===== src/rtl/wb_unit.sv =====
// rtl/wb_unit.sv - pipeline write-back stage: result select, load formatting, register-file write port
module wb_unit #(
    parameter int XLEN = 32,
    parameter int RA_W = 5
) (
    input  logic            clk,
    input  logic            rst,
    input  logic            in_valid,
    output logic            in_ready,
    input  logic [XLEN-1:0] in_alu_result,
    input  logic [XLEN-1:0] in_pc_plus4,
    input  logic [RA_W-1:0] in_rd,
    input  logic            in_reg_write,
    input  logic [1:0]      in_wb_sel,
    input  logic [2:0]      in_load_funct3,
    input  logic [1:0]      in_addr_lo,
    input  logic            mem_rsp_valid,
    input  logic [XLEN-1:0] mem_rsp_data,
    output logic            rf_we,
    output logic [RA_W-1:0] rf_waddr,
    output logic [XLEN-1:0] rf_wdata,
    output logic [31:0]     wb_count,
    output logic            rsp_err
);

    localparam logic [0:0] IDLE     = 1'b0;
    localparam logic [0:0] WAIT_MEM = 1'b1;

    logic [0:0]      state;
    logic [RA_W-1:0] pend_rd;
    logic [2:0]      pend_funct3;
    logic [1:0]      pend_addr_lo;
    logic [31:0]     count_q;

    logic            accept;
    logic            is_load;
    logic [XLEN-1:0] direct_data;
    logic [XLEN-1:0] load_data;
    logic [7:0]      byte_sel;
    logic [15:0]     half_sel;

    // Reset forces ready high so the upstream stage never sees a stall during reset,
    // but nothing is accepted while reset is asserted.
    assign in_ready = (state == IDLE) | rst;
    assign accept   = in_valid & in_ready & ~rst;
    assign is_load  = (in_wb_sel == 2'b01) & in_reg_write;
    assign wb_count = count_q;

    always_comb begin
        direct_data = in_alu_result;
        if (in_wb_sel == 2'b10) begin
            direct_data = in_pc_plus4;
        end
    end

    assign byte_sel = mem_rsp_data[{pend_addr_lo, 3'b000} +: 8];
    assign half_sel = pend_addr_lo[1] ? mem_rsp_data[31:16] : mem_rsp_data[15:0];

    always_comb begin
        load_data = mem_rsp_data;
        case (pend_funct3)
            3'b000:  load_data = {{(XLEN-8){byte_sel[7]}}, byte_sel};
            3'b100:  load_data = {{(XLEN-8){1'b0}}, byte_sel};
            3'b001:  load_data = {{(XLEN-16){half_sel[15]}}, half_sel};
            3'b101:  load_data = {{(XLEN-16){1'b0}}, half_sel};
            default: load_data = mem_rsp_data;
        endcase
    end

    always_ff @(posedge clk) begin
        if (rst) begin
            state        <= IDLE;
            rf_we        <= 1'b0;
            rf_waddr     <= '0;
            rf_wdata     <= '0;
            count_q      <= '0;
            rsp_err      <= 1'b0;
            pend_rd      <= '0;
            pend_funct3  <= '0;
            pend_addr_lo <= '0;
        end else begin
            rf_we <= 1'b0;
            if (state == IDLE) begin
                if (mem_rsp_valid) begin
                    rsp_err <= 1'b1;
                end
                if (accept) begin
                    if (is_load) begin
                        pend_rd      <= in_rd;
                        pend_funct3  <= in_load_funct3;
                        pend_addr_lo <= in_addr_lo;
                        state        <= WAIT_MEM;
                    end else begin
                        rf_we    <= in_reg_write & (in_rd != '0);
                        rf_waddr <= in_rd;
                        rf_wdata <= direct_data;
                        count_q  <= count_q + 32'd1;
                    end
                end
            end else if (mem_rsp_valid) begin
                rf_we    <= (pend_rd != '0);
                rf_waddr <= pend_rd;
                rf_wdata <= load_data;
                count_q  <= count_q + 32'd1;
                state    <= IDLE;
            end
        end
    end

endmodule

===== config.mk =====
export PLATFORM = sky130hd
export DESIGN_NAME = wb_unit
export DESIGN_NICKNAME = d
export VERILOG_FILES = /design/src/rtl/wb_unit.sv
export SDC_FILE = /design/constraint.sdc
export NUM_CORES = 1
export LEC_CHECK = 0
export CAP_MARGIN = 25
export CORE_UTILIZATION = 44
export DETAILED_ROUTE_END_ITERATION = 8
export GPL_TIMING_DRIVEN = 0
export PLACE_DENSITY = 0.88
export SLEW_MARGIN = 15
export SYNTH_ARGS = -nofsm -noshare
export SYNTH_HDL_FRONTEND = slang
export SYNTH_SLANG_ARGS = --single-unit

===== constraint.sdc =====
create_clock -name clk -period 2.6 [get_ports clk]
set_clock_uncertainty 0.2 [all_clocks]
set_input_delay 0.39 -clock clk [delete_from_list [all_inputs] [get_ports clk]]
set_output_delay 0.39 -clock clk [all_outputs]
set_load 0.005 [all_outputs]

Yosys cells after proc, flatten, opt, wreduce, memory -nomap -nowiden:

Cells that the tools add are included.

* register bits: 82
* input port bits: 113
* output and inout port bits: 72
* word-level logic and storage cells: 55

* add/sub/neg operators: 1
* eq/ne operators: 7
* shifts and indexed selects: 1
* mux-type cells: 23
* bitwise logic cells: 7
* reduce and logical (&&, ||, !) cells: 7

Operator list (number)
* $mux 32: 9
* $pmux 32 s4: 1
* $add 32x1->32 const B: 1
* $shiftx 32x6->8: 1
* $mux 5: 4
* $mux 16: 1
* $reduce_bool 5->1: 2
* $mux 1: 8
* $eq 3x3->1 const B: 2
* $reduce_and 3->1: 2
* $and 1x1->1: 4
* $ne 2x2->1 const B: 2
* $eq 3x1->1 const B: 1
* $logic_not 3->1: 1
* $eq 2x1->1 const B: 1
* $eq 2x2->1 const B: 1
* $not 1->1: 2
* $reduce_and 2->1: 1
* $reduce_bool 2->1: 1
* $or 1x1->1: 1

Logic depth before layout (Yosys ltp):

Gate-level depths: netlist of run 1.

* word-level depth: 6
* gate-level depth with buffers: 8
* depth with buffers taken out: 5

Least setup slack after synthesis of run 1:

No wires, ideal clock.

* kind: register -> register
* start: register state
* end: register count_q[31] (netlist: wb_count[31])
* library setup time: 0.070 ns
* arrival time: 1.975 ns
* required time: 2.330 ns
* setup slack: 0.355 ns
* cell stages (with the launch flop): 8
* path buffers: 2
* clock period less this slack: 2.245 ns
* cell sequence: dfxtp_1 > buf_6 > nor3b_2 > a21oi_2 > or4_4 > buf_6 > or4_1 > a21oi_1

* word-level cells in the longest chain between the ends: 6
* elaborated cells between the ends (all ways): 9
* classes of those cells: 2 x eq/ne; 1 x mux; 4 x bitwise; 2 x reduce/logical

Ends and longest elaborated chain
* start, declared: RTL line 29 `logic [0:0] state;`
* start signal, assigned: RTL line 72 `state <= IDLE;`
* start signal, assigned: RTL line 92 `state <= WAIT_MEM;`
* start signal, assigned: RTL line 105 `state <= IDLE;`
* $not 1->1 (no source line)
* $or 1x1->1: RTL line 44 `assign in_ready = (state == IDLE) | rst;`
* $and 1x1->1 (2 in series): RTL line 45 `assign accept = in_valid & in_ready & ~rst;`
* $reduce_bool 2->1 (no source line)
* $reduce_and 3->1 (no source line)
* end signal, assigned: RTL line 97 `count_q <= count_q + 32'd1;`
* end signal, assigned: RTL line 104 `count_q <= count_q + 32'd1;`
* end, declared: RTL line 33 `logic [31:0] count_q;`

Parallel ways exist; a longest one is shown, timed or not.
A chain may end at the register's enable or synchronous reset.

Worst setup path after layout of run 1:

* start: input in_wb_sel[1]
* end: register count_q[27] (netlist: wb_count[27])

* word-level cells in the longest chain between the ends: 4

Ends and longest elaborated chain
* start, declared: RTL line 14 `input logic [1:0] in_wb_sel,`
* $eq 2x1->1: RTL line 46 `assign is_load = (in_wb_sel == 2'b01) & in_reg_write;`
* $and 1x1->1: RTL line 46
* $ne 2x2->1 (no source line)
* $reduce_and 3->1 (no source line)

Every way passes these cells.

==> flow_summary_export.csv, run 1 <==
group,metric,value,unit
run_status,status,"finished, final reports clean",
clocking,cts_max_level,3,
pwr,switching_share,0.256,
run,drv_cap,0,
clocking,cts_buffers,9,
die,dieArea,10700,um^2
place,gp_congestion,1.00,
pwr,p_sw,781,uW
route,vias,5465,
synthesis,yosys.area_share.simple,0.253,
synthesis,synth.top_cell.area_share,0.363,
route,via_per_inst,5.84,
cells_and_area,multi_input_area,2680,um^2
synthesis,ys_top_cells_by_count,"107 x nand2_1, 82 x dfxtp_1, 75 x a21oi_1, 51 x nor2_1, 35 x clkbuf_1",
timing,worstMarginPinSlew,0.797,ns
synthesis,muxShareOfSynthArea,0.0547,
cells_and_area,syn2layout_area_growth,50.8,%
cells_and_area,regArea,1640,um^2
clocking,clockBufferDepth,2,
clocking,path_clk_slew,0.09,ns
setup_path,worstPathMaxFanout,10,
pwr,p_int,2.27,mW
timing,whs,0.179,ns
route,drtAntennaViolNets,0,
route,drt_first_pass_iters,5,
synthesis,yosysMostFrequentCell,"nand2_1",
synthesis,synth_area,4530,um^2
grt,grt_util_all_layers,0.325,
synthesis,synthXorXnorAreaFrac,0.0426,
synthesis,synth_area_leaders,"dfxtp_1 36%, nand2_1 8.9%, a21oi_1 8.3%",
timing,fin_crit_sh,0.954,
timing,finalHoldViolCount,0,
die,rows,36,
setup_path,endpoint_kind,"register",
grt,grt_pass1_vias,5279,
route,drc,0,
cells_and_area,nFillCells,757,
synthesis,synthesis.nets,716,
synthesis,synth_top_area_cell,"dfxtp_1",
synthesis,synth_warnings,0,
grt,overflow,0,
grt,grt_max_degree,15,
pwr,pwr-share-seq,0.434,
timing,finalSetupViolations,0,
pwr,p_per_area,447,nW/um^2
synthesis,synth_compound_area_frac,0.235,
cells_and_area,diodes,0,
die,io_pins,185,
synthesis,synth_cell_type_count,54,
timing,max-slew-margin-rel,0.468,
pwr,max-vdd-ir-drop,0.324,mV
timing,fmax,403,MHz
cells_and_area,instances_no_fill,936,
synthesis,synthArstFlopShare,0,
hold_path,hold_path_class,"in2reg",
clocking,root_buffer,"clkbuf_8",
route,routed_wl,17.1,mm
clocking,insertion_delay,0.37,ns
pwr,p_comb_frac,0.177,
synthesis,synth_seq_area_share,0.363,
cells_and_area,fin_nets,912,
clocking,clock-sinks,82,
pwr,clkPwrFrac,0.388,
clocking,cts_tree,"yes",
grt,grt_pass1_wl,26.1,mm
timing,setup-tns-final,0,ns
setup_path,cp_data_arrival_time,2.55,ns
setup_path,required,2.67,ns
place,dp.cells,919,
route,wl_per_cell,18.3,um
synthesis,synth_cells,602,
synthesis,syn_avg_cell_area,7.52,um^2
die,die_h,103,um
timing,drv_slew,0,
place,portBuffers,184,
pwr,power.total,3.05,mW
setup_path,path_class,"in2reg",
synthesis,yosys.area_share.adder,0.00276,
pwr,leakage,2.43,nW
synthesis,synth_seq_cells,82,
cells_and_area,layout-drive-gt1-share,0.0498,
route,drtIter0Drc,467,
die,start_util,0.459,
timing,rsz0062_at_grt,"false",
grt,grt_antenna_before_repair,0,
setup_path,ff2ff_setup_slack,0.13,ns
die,die_x,103,um
synthesis,synthFlopType,"dfxtp_1",
die,fp.coreArea,9860,um^2
place,hpwl,13.1,mm
timing,finalCriticalPeriod,2.48,ns
synthesis,synth_edf_count,0,
synthesis,synth_top_family_by_area,"simple AND/OR/NAND/NOR gates",
setup_path,start_kind,"primary input",
==> sequential cells by signal (all words and copies together), names as in the netlist <==
register	cells
state	1
pend_addr_lo	2
wb_count	32
rf_waddr	5
pend_funct3	3
rf_we	1
rf_wdata	32
pend_rd	5
rsp_err	1
==> path summary, 6_finish.rpt <==
check	startpoint	to	cells past startpoint
hold reg to reg	rf_wdata[0]	rf_wdata[0]	2
hold / removal	mem_rsp_valid	state	2
setup reg to reg	wb_count[2]	wb_count[27]	6
setup / recovery	in_wb_sel[1]	wb_count[27]	7
==> critical path: stages <==
cell	delay, ns
clkdlybuf4s50_1	0.53
nand3b_1	0.21
a21oi_2	0.13
or4_4	0.53
buf_6	0.15
nor3_1	0.23
mux2_2	0.37
==> per-layer routing <==
metal / global-route usage / part of all wire
met1: 0.401 / 0.41
met2: 0.545 / 0.47
met3: 0.0659 / 0.073
met4: 0.148 / 0.042
met5: 0 / 0
==> placed cells by master (no fill, tap or decap), types with 9 or more instances in the layout <==
| cell | Yosys | routed |
|---|---|---|
| a211oi_1 | 10 | 10 |
| a21oi_1 | 75 | 75 |
| a31oi_1 | 14 | 14 |
| clkbuf_1 | 35 | 33 |
| clkbuf_8 | 0 | 10 |
| clkdlybuf4s50_1 | 0 | 182 |
| dfxtp_1 | 82 | 81 |
| mux2i_1 | 18 | 18 |
| nand2_1 | 107 | 107 |
| nand3_1 | 9 | 9 |
| nand4_1 | 10 | 10 |
| nor2_1 | 51 | 51 |
| nor2b_1 | 13 | 13 |
| nor4_1 | 11 | 11 |
| o21ai_0 | 33 | 33 |
| o21bai_1 | 19 | 19 |
| o221ai_1 | 9 | 9 |
| xnor2_1 | 16 | 16 |
==> power groups by stage <==
stage	logic, mW	registers [mW]	clock network (mW)
floorplan	0.186	1.35	0
global placement	0.515	1.35	0
detailed placement	0.524	1.35	0
CTS	0.531	1.33	1.17
global route	0.577	1.33	1.23
finish	0.541	1.33	1.19
==> layout make-up <==
type / instances / area share
buffer: 45 / 0.0295
sequential: 82 / 0.241
inverter: 8 / 0.00440
clock buffer: 11 / 0.0207
timing repair buffer: 185 / 0.272
clock inverter: 5 / 0.0161
multi-input combinational: 467 / 0.392
tap: 133 / 0.0244
==> timing repair <==
| action | 4_1_cts | 5_1_grt |
|---|---|---|
| hold buffers | 0 | 0 |
| resized for setup | 3 | 10 |
| setup buffers | 1 | 0 |
| cloned | 0 | 0 |
| pin swaps | 0 | 1 |
| setup endpoints to repair | 18 | 24 |
==> kinds of logic (layout without fill, tap and decap cells) <==
family / Yosys count / in the layout
multiplexers: 23 / 23
AO/OA/AOI/OAI: 178 / 178
XOR/XNOR: 22 / 22
flip-flops: 82 / 82
buffers and inverters: 53 / 254
AND/OR/NAND/NOR: 243 / 243
adder cells (fa/ha/maj): 1 / 1
==> stage by stage <==
stage	area, um^2	setup slack [ns]	utilization
detailed placement	6540	-0.482	0.662
finish	6830	0.119	0.692
global route	6830	0.0136	0.692
global placement	6540	-0.445	0.662
floorplan	4530	0.355	-
CTS	6800	0.0261	0.689
(Power assumes the default switching activity.)
==> run 2, diff against run 1 <==
--- a/config.mk
+++ b/config.mk
@@ -5,12 +5,13 @@
 export SDC_FILE = /design/constraint.sdc
 export NUM_CORES = 1
 export LEC_CHECK = 0
+export ABC_CLOCK_PERIOD_IN_PS = 2600
 export CAP_MARGIN = 25
 export CORE_UTILIZATION = 44
 export DETAILED_ROUTE_END_ITERATION = 8
 export GPL_TIMING_DRIVEN = 0
 export PLACE_DENSITY = 0.88
-export SLEW_MARGIN = 15
+export SLEW_MARGIN = 20
 export SYNTH_ARGS = -nofsm -noshare
 export SYNTH_HDL_FRONTEND = slang
 export SYNTH_SLANG_ARGS = --single-unit
==> constraint.sdc (replaced) <==
create_clock -name clk -period 2.6 [get_ports clk]
set_clock_uncertainty 0.2 [all_clocks]
set_input_delay 0.39 -clock clk [delete_from_list [all_inputs] [get_ports clk]]
set_output_delay 0.39 -clock clk [all_outputs]
set_load 0.02 [all_outputs]
==> run 2 against run 1 <==
Net effect: largest cell class unchanged; combinational power up 8.5%; critical path type unchanged; first-iteration DRC count down 0.21%; largest power group unchanged; register-to-register slack about the same; maximum frequency down 0.23%; power up 1.5%; cell area about the same.
==> flow_summary_export.csv, run 2 (synthesis results as in run 1) <==
group,metric,value,unit
setup_path,ff2ff_setup_slack,0.13,ns
hold_path,hold_path_class,"in2reg",
setup_path,slowest_stage,"clkdlybuf4s50_1",
timing,whs,0.183,ns
setup_path,worstPathMaxFanout,10,
setup_path,worstPathCellList,"clkdlybuf4s50_1 -> nand3b_1 -> a21oi_2 -> or4_4 -> buf_6 -> nor3_1 -> mux2_2",
pwr,p_comb_frac,0.190,
grt,grt_pass1_vias,5279,
clocking,cts_tree,"yes",
setup_path,r2r_cells,6,
die,start_util,0.459,
cells_and_area,instances_no_fill,936,
timing,rsz0062_at_grt,"false",
die,fp.coreArea,9860,um^2
pwr,switching_share,0.267,
clocking,clock-sinks,82,
setup_path,start_kind,"primary input",
cells_and_area,mostFrequentLayoutCell,"clkdlybuf4s50_1",
die,die_x,103,um
setup_path,cp.depth,7,
timing,finalWorstSetupSlack,0.113,ns
clocking,insertion_delay,0.37,ns
setup_path,required,2.66,ns
place,dp.cells,919,
clocking,root_buffer,"clkbuf_8",
grt,grt_pass1_wl,26.1,mm
route,via_per_inst,5.85,
pwr,max-vdd-ir-drop,0.325,mV
route,wl_per_cell,18.3,um
timing,fin_crit_sh,0.956,
grt,grt_max_degree,15,
clocking,cts_buffers,9,
route,routed_wl,17.1,mm
pwr,pwr-share-seq,0.428,
timing,finalHoldViolCount,0,
place,portBuffers,184,
cells_and_area,mostFrequentLayoutCells,"181 x clkdlybuf4s50_1, 107 x nand2_1, 81 x dfxtp_1",
setup_path,critical_path.endpoint,"wb_count[27]",
grt,grt_antenna_before_repair,0,
die,io_pins,185,
setup_path,cp-startpoint,"in_wb_sel[1]",
setup_path,path_buf_inv,2,
route,drc,0,
pwr,p_sw,826,uW
route,vias,5472,
place,hpwl,13.1,mm
pwr,p_int,2.27,mW
cells_and_area,layout-drive-gt1-share,0.0498,
pwr,clkPwrFrac,0.382,
timing,drv_slew,0,
place,gp_congestion,1.00,
run_status,status,"finished, final reports clean",
cells_and_area,syn2layout_area_growth,50.7,%
route,drt_first_pass_iters,5,
clocking,clockBufferDepth,2,
pwr,power.total,3.10,mW
die,rows,36,
setup_path,critPathTopFamily,"simple AND/OR/NAND/NOR gates",
setup_path,timing.rr.start,"wb_count[2]",
clocking,cts_max_level,3,
setup_path,endpoint_kind,"register",
route,drtIter0Drc,466,
cells_and_area,nFillCells,758,
run,drv_cap,0,
grt,grt_util_all_layers,0.325,
setup_path,slowest_delay,0.53,ns
cells_and_area,fin_util,0.692,
clocking,path_clk_slew,0.09,ns
die,dieArea,10700,um^2
timing,worstMarginPinSlew,0.800,ns
timing,finalSetupViolations,0,
die,die_h,103,um
setup_path,path_class,"in2reg",
grt,overflow,0,
timing,finalCriticalPeriod,2.49,ns
pwr,p_per_area,454,nW/um^2
pwr,leakage,2.43,nW
setup_path,cp_data_arrival_time,2.55,ns
place,pre_cts_slack,-0.482,ns
route,drtAntennaViolNets,0,
cells_and_area,diodes,0,
setup_path,reg2reg_to,"wb_count[27]",
timing,fmax,402,MHz
timing,max-slew-margin-rel,0.466,
cells_and_area,fin_nets,912,
==> run 2: cell types whose count changed in the layout (fill, tap and decap cells not counted) <==
cell	previous run	this run
clkdlybuf4s50_1	182	181
dlygate4sd2_1	0	1
==> run 2: routing by layer <==
metal	global-route usage	up-vias	share of wire
met3	0.0659	58	0.075
met5	0	-	0
met4	0.148	0	0.041
met1	0.401	2587	0.41
li1	-	2534	-
met2	0.545	293	0.47
==> run 2: worst min-delay path by stage <==
stage               slack [ns]           end  depth (start not counted)          start
floorplan                 0.27    pend_rd[4]                          2     pend_rd[4]
global placement          0.23  rf_wdata[23]                          2   rf_wdata[23]
detailed placement        0.24  rf_wdata[30]                          2   rf_wdata[30]
CTS                       0.26   rf_wdata[0]                          2    rf_wdata[0]
global route              0.20         state                          2  mem_rsp_valid
finish                    0.18         state                          2  mem_rsp_valid
==> run 2: cell type report <==
class,count,area (um^2),area share
repair buffers,185,1850,0.272
multi-input cells,467,2680,0.393
well taps,133,166,0.0244
clock inverters,5,110,0.0161
plain buffers,45,201,0.0295
flip-flops and latches,82,1640,0.241
clock buffers,11,141,0.0207
inverters,8,30.0,0.00440
==> run 2: stage by stage <==
step                area (um^2)  setup TNS, ns
global route               6820              0
floorplan                  4530              0
finish                     6820              0
global placement           6540         -12.64
CTS                        6800              0
detailed placement         6540         -15.08
==> run 2: repair_timing <==
item / 4_1_cts / 5_1_grt
setup endpoints to repair: 18 / 23
gates cloned: 0 / 0
setup buffers: 1 / 0
pin swaps: 0 / 1
resized for setup: 4 / 10
hold buffers: 0 / 0
==> run 2: power by group through the flow <==
stage	sequential (mW)	clock, mW	combinational (mW)
after floorplan	1.40	0	0.187
after global placement	1.35	0	0.562
after detailed placement	1.35	0	0.571
after CTS	1.33	1.17	0.577
after global routing	1.33	1.23	0.623
final	1.33	1.19	0.587
==> run 3, diff against run 2 <==
--- a/config.mk
+++ b/config.mk
@@ -5,9 +5,11 @@
 export SDC_FILE = /design/constraint.sdc
 export NUM_CORES = 1
 export LEC_CHECK = 0
+export ABC_AREA = 1
 export ABC_CLOCK_PERIOD_IN_PS = 2600
 export CAP_MARGIN = 25
-export CORE_UTILIZATION = 44
+export CORE_UTILIZATION = 46
+export CTS_CLUSTER_DIAMETER = 30
 export DETAILED_ROUTE_END_ITERATION = 8
 export GPL_TIMING_DRIVEN = 0
 export PLACE_DENSITY = 0.88
==> run 3 against run 2 <==
Net effect: power up 8.7%; synthesized area grew 15%; setup slack gained 0.074 ns; sequential share of layout area decreased by 2.3 points; largest cell class unchanged; cell area rose by 11%; worst hold slack gained 0.081 ns; routed wire length up 13%; maximum frequency increased by 3.1%; largest power group is now the clock network.
==> flow_summary_export.csv, run 3 <==
group,metric,value,unit
run_status,status,"finished, final reports clean",
timing,fmax,415,MHz
route,drc,0,
clocking,clock-sinks,82,
cells_and_area,fin_util,0.690,
cells_and_area,layout-drive-gt1-share,0.0725,
cells_and_area,stdcell_area,7550,um^2
setup_path,path_class,"in2out",
place,place_area,7240,um^2
die,fp.coreArea,10900,um^2
route,drtAntennaViolNets,0,
clocking,root_buffer,"clkbuf_16",
die,dieArea,11800,um^2
clocking,cts_buffers,9,
synthesis,synth_seq_cells,82,
route,routed_wl,19.3,mm
setup_path,endpoint_kind,"output pin",
clocking,post_cts_buffers,0,
setup_path,cp-startpoint,"rst",
hold_path,hold_path_class,"reg2reg",
synthesis,synthFlopType,"dfxtp_1",
timing,finalWorstSetupSlack,0.188,ns
synthesis,synthesis.nets,977,
cells_and_area,syn2layout_area_growth,44.4,%
die,rows,38,
cells_and_area,nFillCells,981,
setup_path,reg2reg_to,"rf_wdata[0]",
die,io_pins,185,
place,dp.cells,1187,
setup_path,r2r_cells,9,
clocking,clockBufferDepth,2,
synthesis,yosysMostFrequentCell,"nand2_1",
route,via_per_inst,5.48,
die,die_h,109,um
setup_path,critical_path.endpoint,"in_ready",
clocking,insertion_delay,0.34,ns
setup_path,timing.rr.start,"state",
cells_and_area,mostFrequentLayoutCells,"274 x nand2_1, 184 x clkdlybuf4s50_1, 133 x a21oi_1",
cells_and_area,fin_nets,1171,
synthesis,synth_cells,863,
synthesis,synth_area,5230,um^2
synthesis,syn_avg_cell_area,6.06,um^2
pwr,leakage,2.94,nW
synthesis,synth.top_cell.area_share,0.314,
timing,max-slew-margin-rel,0.587,
die,start_util,0.478,
grt,grt_util_all_layers,0.331,
place,pre_cts_slack,0.0254,ns
grt,grt_pass1_wl,29.6,mm
setup_path,worstPathMaxFanout,10,
setup_path,cp_data_arrival_time,1.82,ns
setup_path,required,2.01,ns
timing,drv_slew,0,
timing,worstMarginPinSlew,0.619,ns
timing,whs,0.264,ns
pwr,p_per_area,446,nW/um^2
place,gp_congestion,1.00,
grt,grt_antenna_before_repair,0,
cells_and_area,instances_no_fill,1202,
route,vias,6585,
synthesis,synth_top_area_cell,"dfxtp_1",
timing,rsz0062_at_grt,"false",
synthesis,synth_edf_count,0,
grt,grt_max_degree,17,
timing,finalHoldViolCount,0,
synthesis,synth_area_leaders,"dfxtp_1 31%, nand2_1 20%, a21oi_1 13%",
place,hpwl,14.6,mm
route,drt_first_pass_iters,5,
synthesis,synthArstFlopShare,0,
setup_path,ff2ff_setup_slack,0.66,ns
clocking,cts_max_level,3,
synthesis,synth_seq_area_share,0.314,
synthesis,ys_top_cells_by_count,"274 x nand2_1, 133 x a21oi_1, 97 x nor2_1, 82 x dfxtp_1, 64 x o21ai_0",
pwr,max-vdd-ir-drop,0.309,mV
timing,finalCriticalPeriod,2.41,ns
timing,setup-tns-final,0,ns
route,drtIter0Drc,596,
run,drv_cap,0,
grt,grt_pass1_vias,5996,
timing,fin_crit_sh,0.928,
setup_path,start_kind,"primary input",
pwr,power.total,3.37,mW
synthesis,synth_warnings,0,
clocking,path_clk_slew,0.06,ns
die,die_x,109,um
timing,finalSetupViolations,0,
cells_and_area,mostFrequentLayoutCell,"nand2_1",
grt,overflow,0,
synthesis,synth_cell_type_count,37,
place,portBuffers,184,
clocking,post_cts_resized,0,
cells_and_area,diodes,0,
route,wl_per_cell,16.1,um
clocking,cts_tree,"yes",
clocking,cts_hold_buf,0,
## run 3: cell types whose count changed after synthesis, moves of 15 or more
cell,before,now
xnor2_1,16,1
nand2_1,107,274
o21bai_1,19,0
clkbuf_1,35,17
nor2_1,51,97
a21oi_1,75,133
o21ai_0,33,64
mux2i_1,18,0
nand3_1,9,44
inv_1,7,57
## run 3: worst min-delay path by stage
stage / from / to / slack [ns] / cells past startpoint
finish: rf_wdata[29] / rf_wdata[29] / 0.26 / 2
global route: rf_wdata[26] / rf_wdata[26] / 0.29 / 2
CTS: rf_wdata[19] / rf_wdata[19] / 0.26 / 2
detailed placement: rf_wdata[19] / rf_wdata[19] / 0.25 / 2
global placement: rf_wdata[18] / rf_wdata[18] / 0.25 / 2
floorplan: pend_rd[4] / rf_waddr[4] / 0.26 / 2
## run 3: critical path, stage by stage
cell and delay, ns:
clkdlybuf4s50_1 0.48, inv_1 0.05, buf_2 0.17, nand2_1 0.11
clkdlybuf4s50_1 0.62
## run 3: cell families after synthesis
| logic type | count (synthesis) | share of synthesized area |
|---|---|---|
| AO/OA/AOI/OAI | 215 | 0.213 |
| XOR/XNOR | 6 | 0.0101 |
| adder cells (fa/ha/maj) | 1 | 0.00239 |
| buffers and inverters | 113 | 0.100 |
| flip-flops | 82 | 0.314 |
| AND/OR/NAND/NOR | 446 | 0.360 |
## run 3: area by class of cell
type	count	area, um^2	share of cell area
repair buffers	184	1840	0.244
well taps	140	175	0.0232
multi-input cells	668	3060	0.406
flip-flops and latches	82	1640	0.218
inverters	65	248	0.0328
clock buffers	9	225	0.0298
plain buffers	47	273	0.0361
clock inverters	7	82.6	0.0109
## run 3: layer usage
metal,GRT usage,part of all wire
met5,0,0
met4,0.139,0.036
met3,0.0542,0.082
met2,0.542,0.46
met1,0.428,0.42
## run 3: power by group
part,internal (mW),leakage [nW],total [mW],switching (mW)
clock,0.763,0.145,1.36,0.595
sequential,1.30,0.667,1.34,0.0316
combinational,0.329,2.13,0.675,0.346
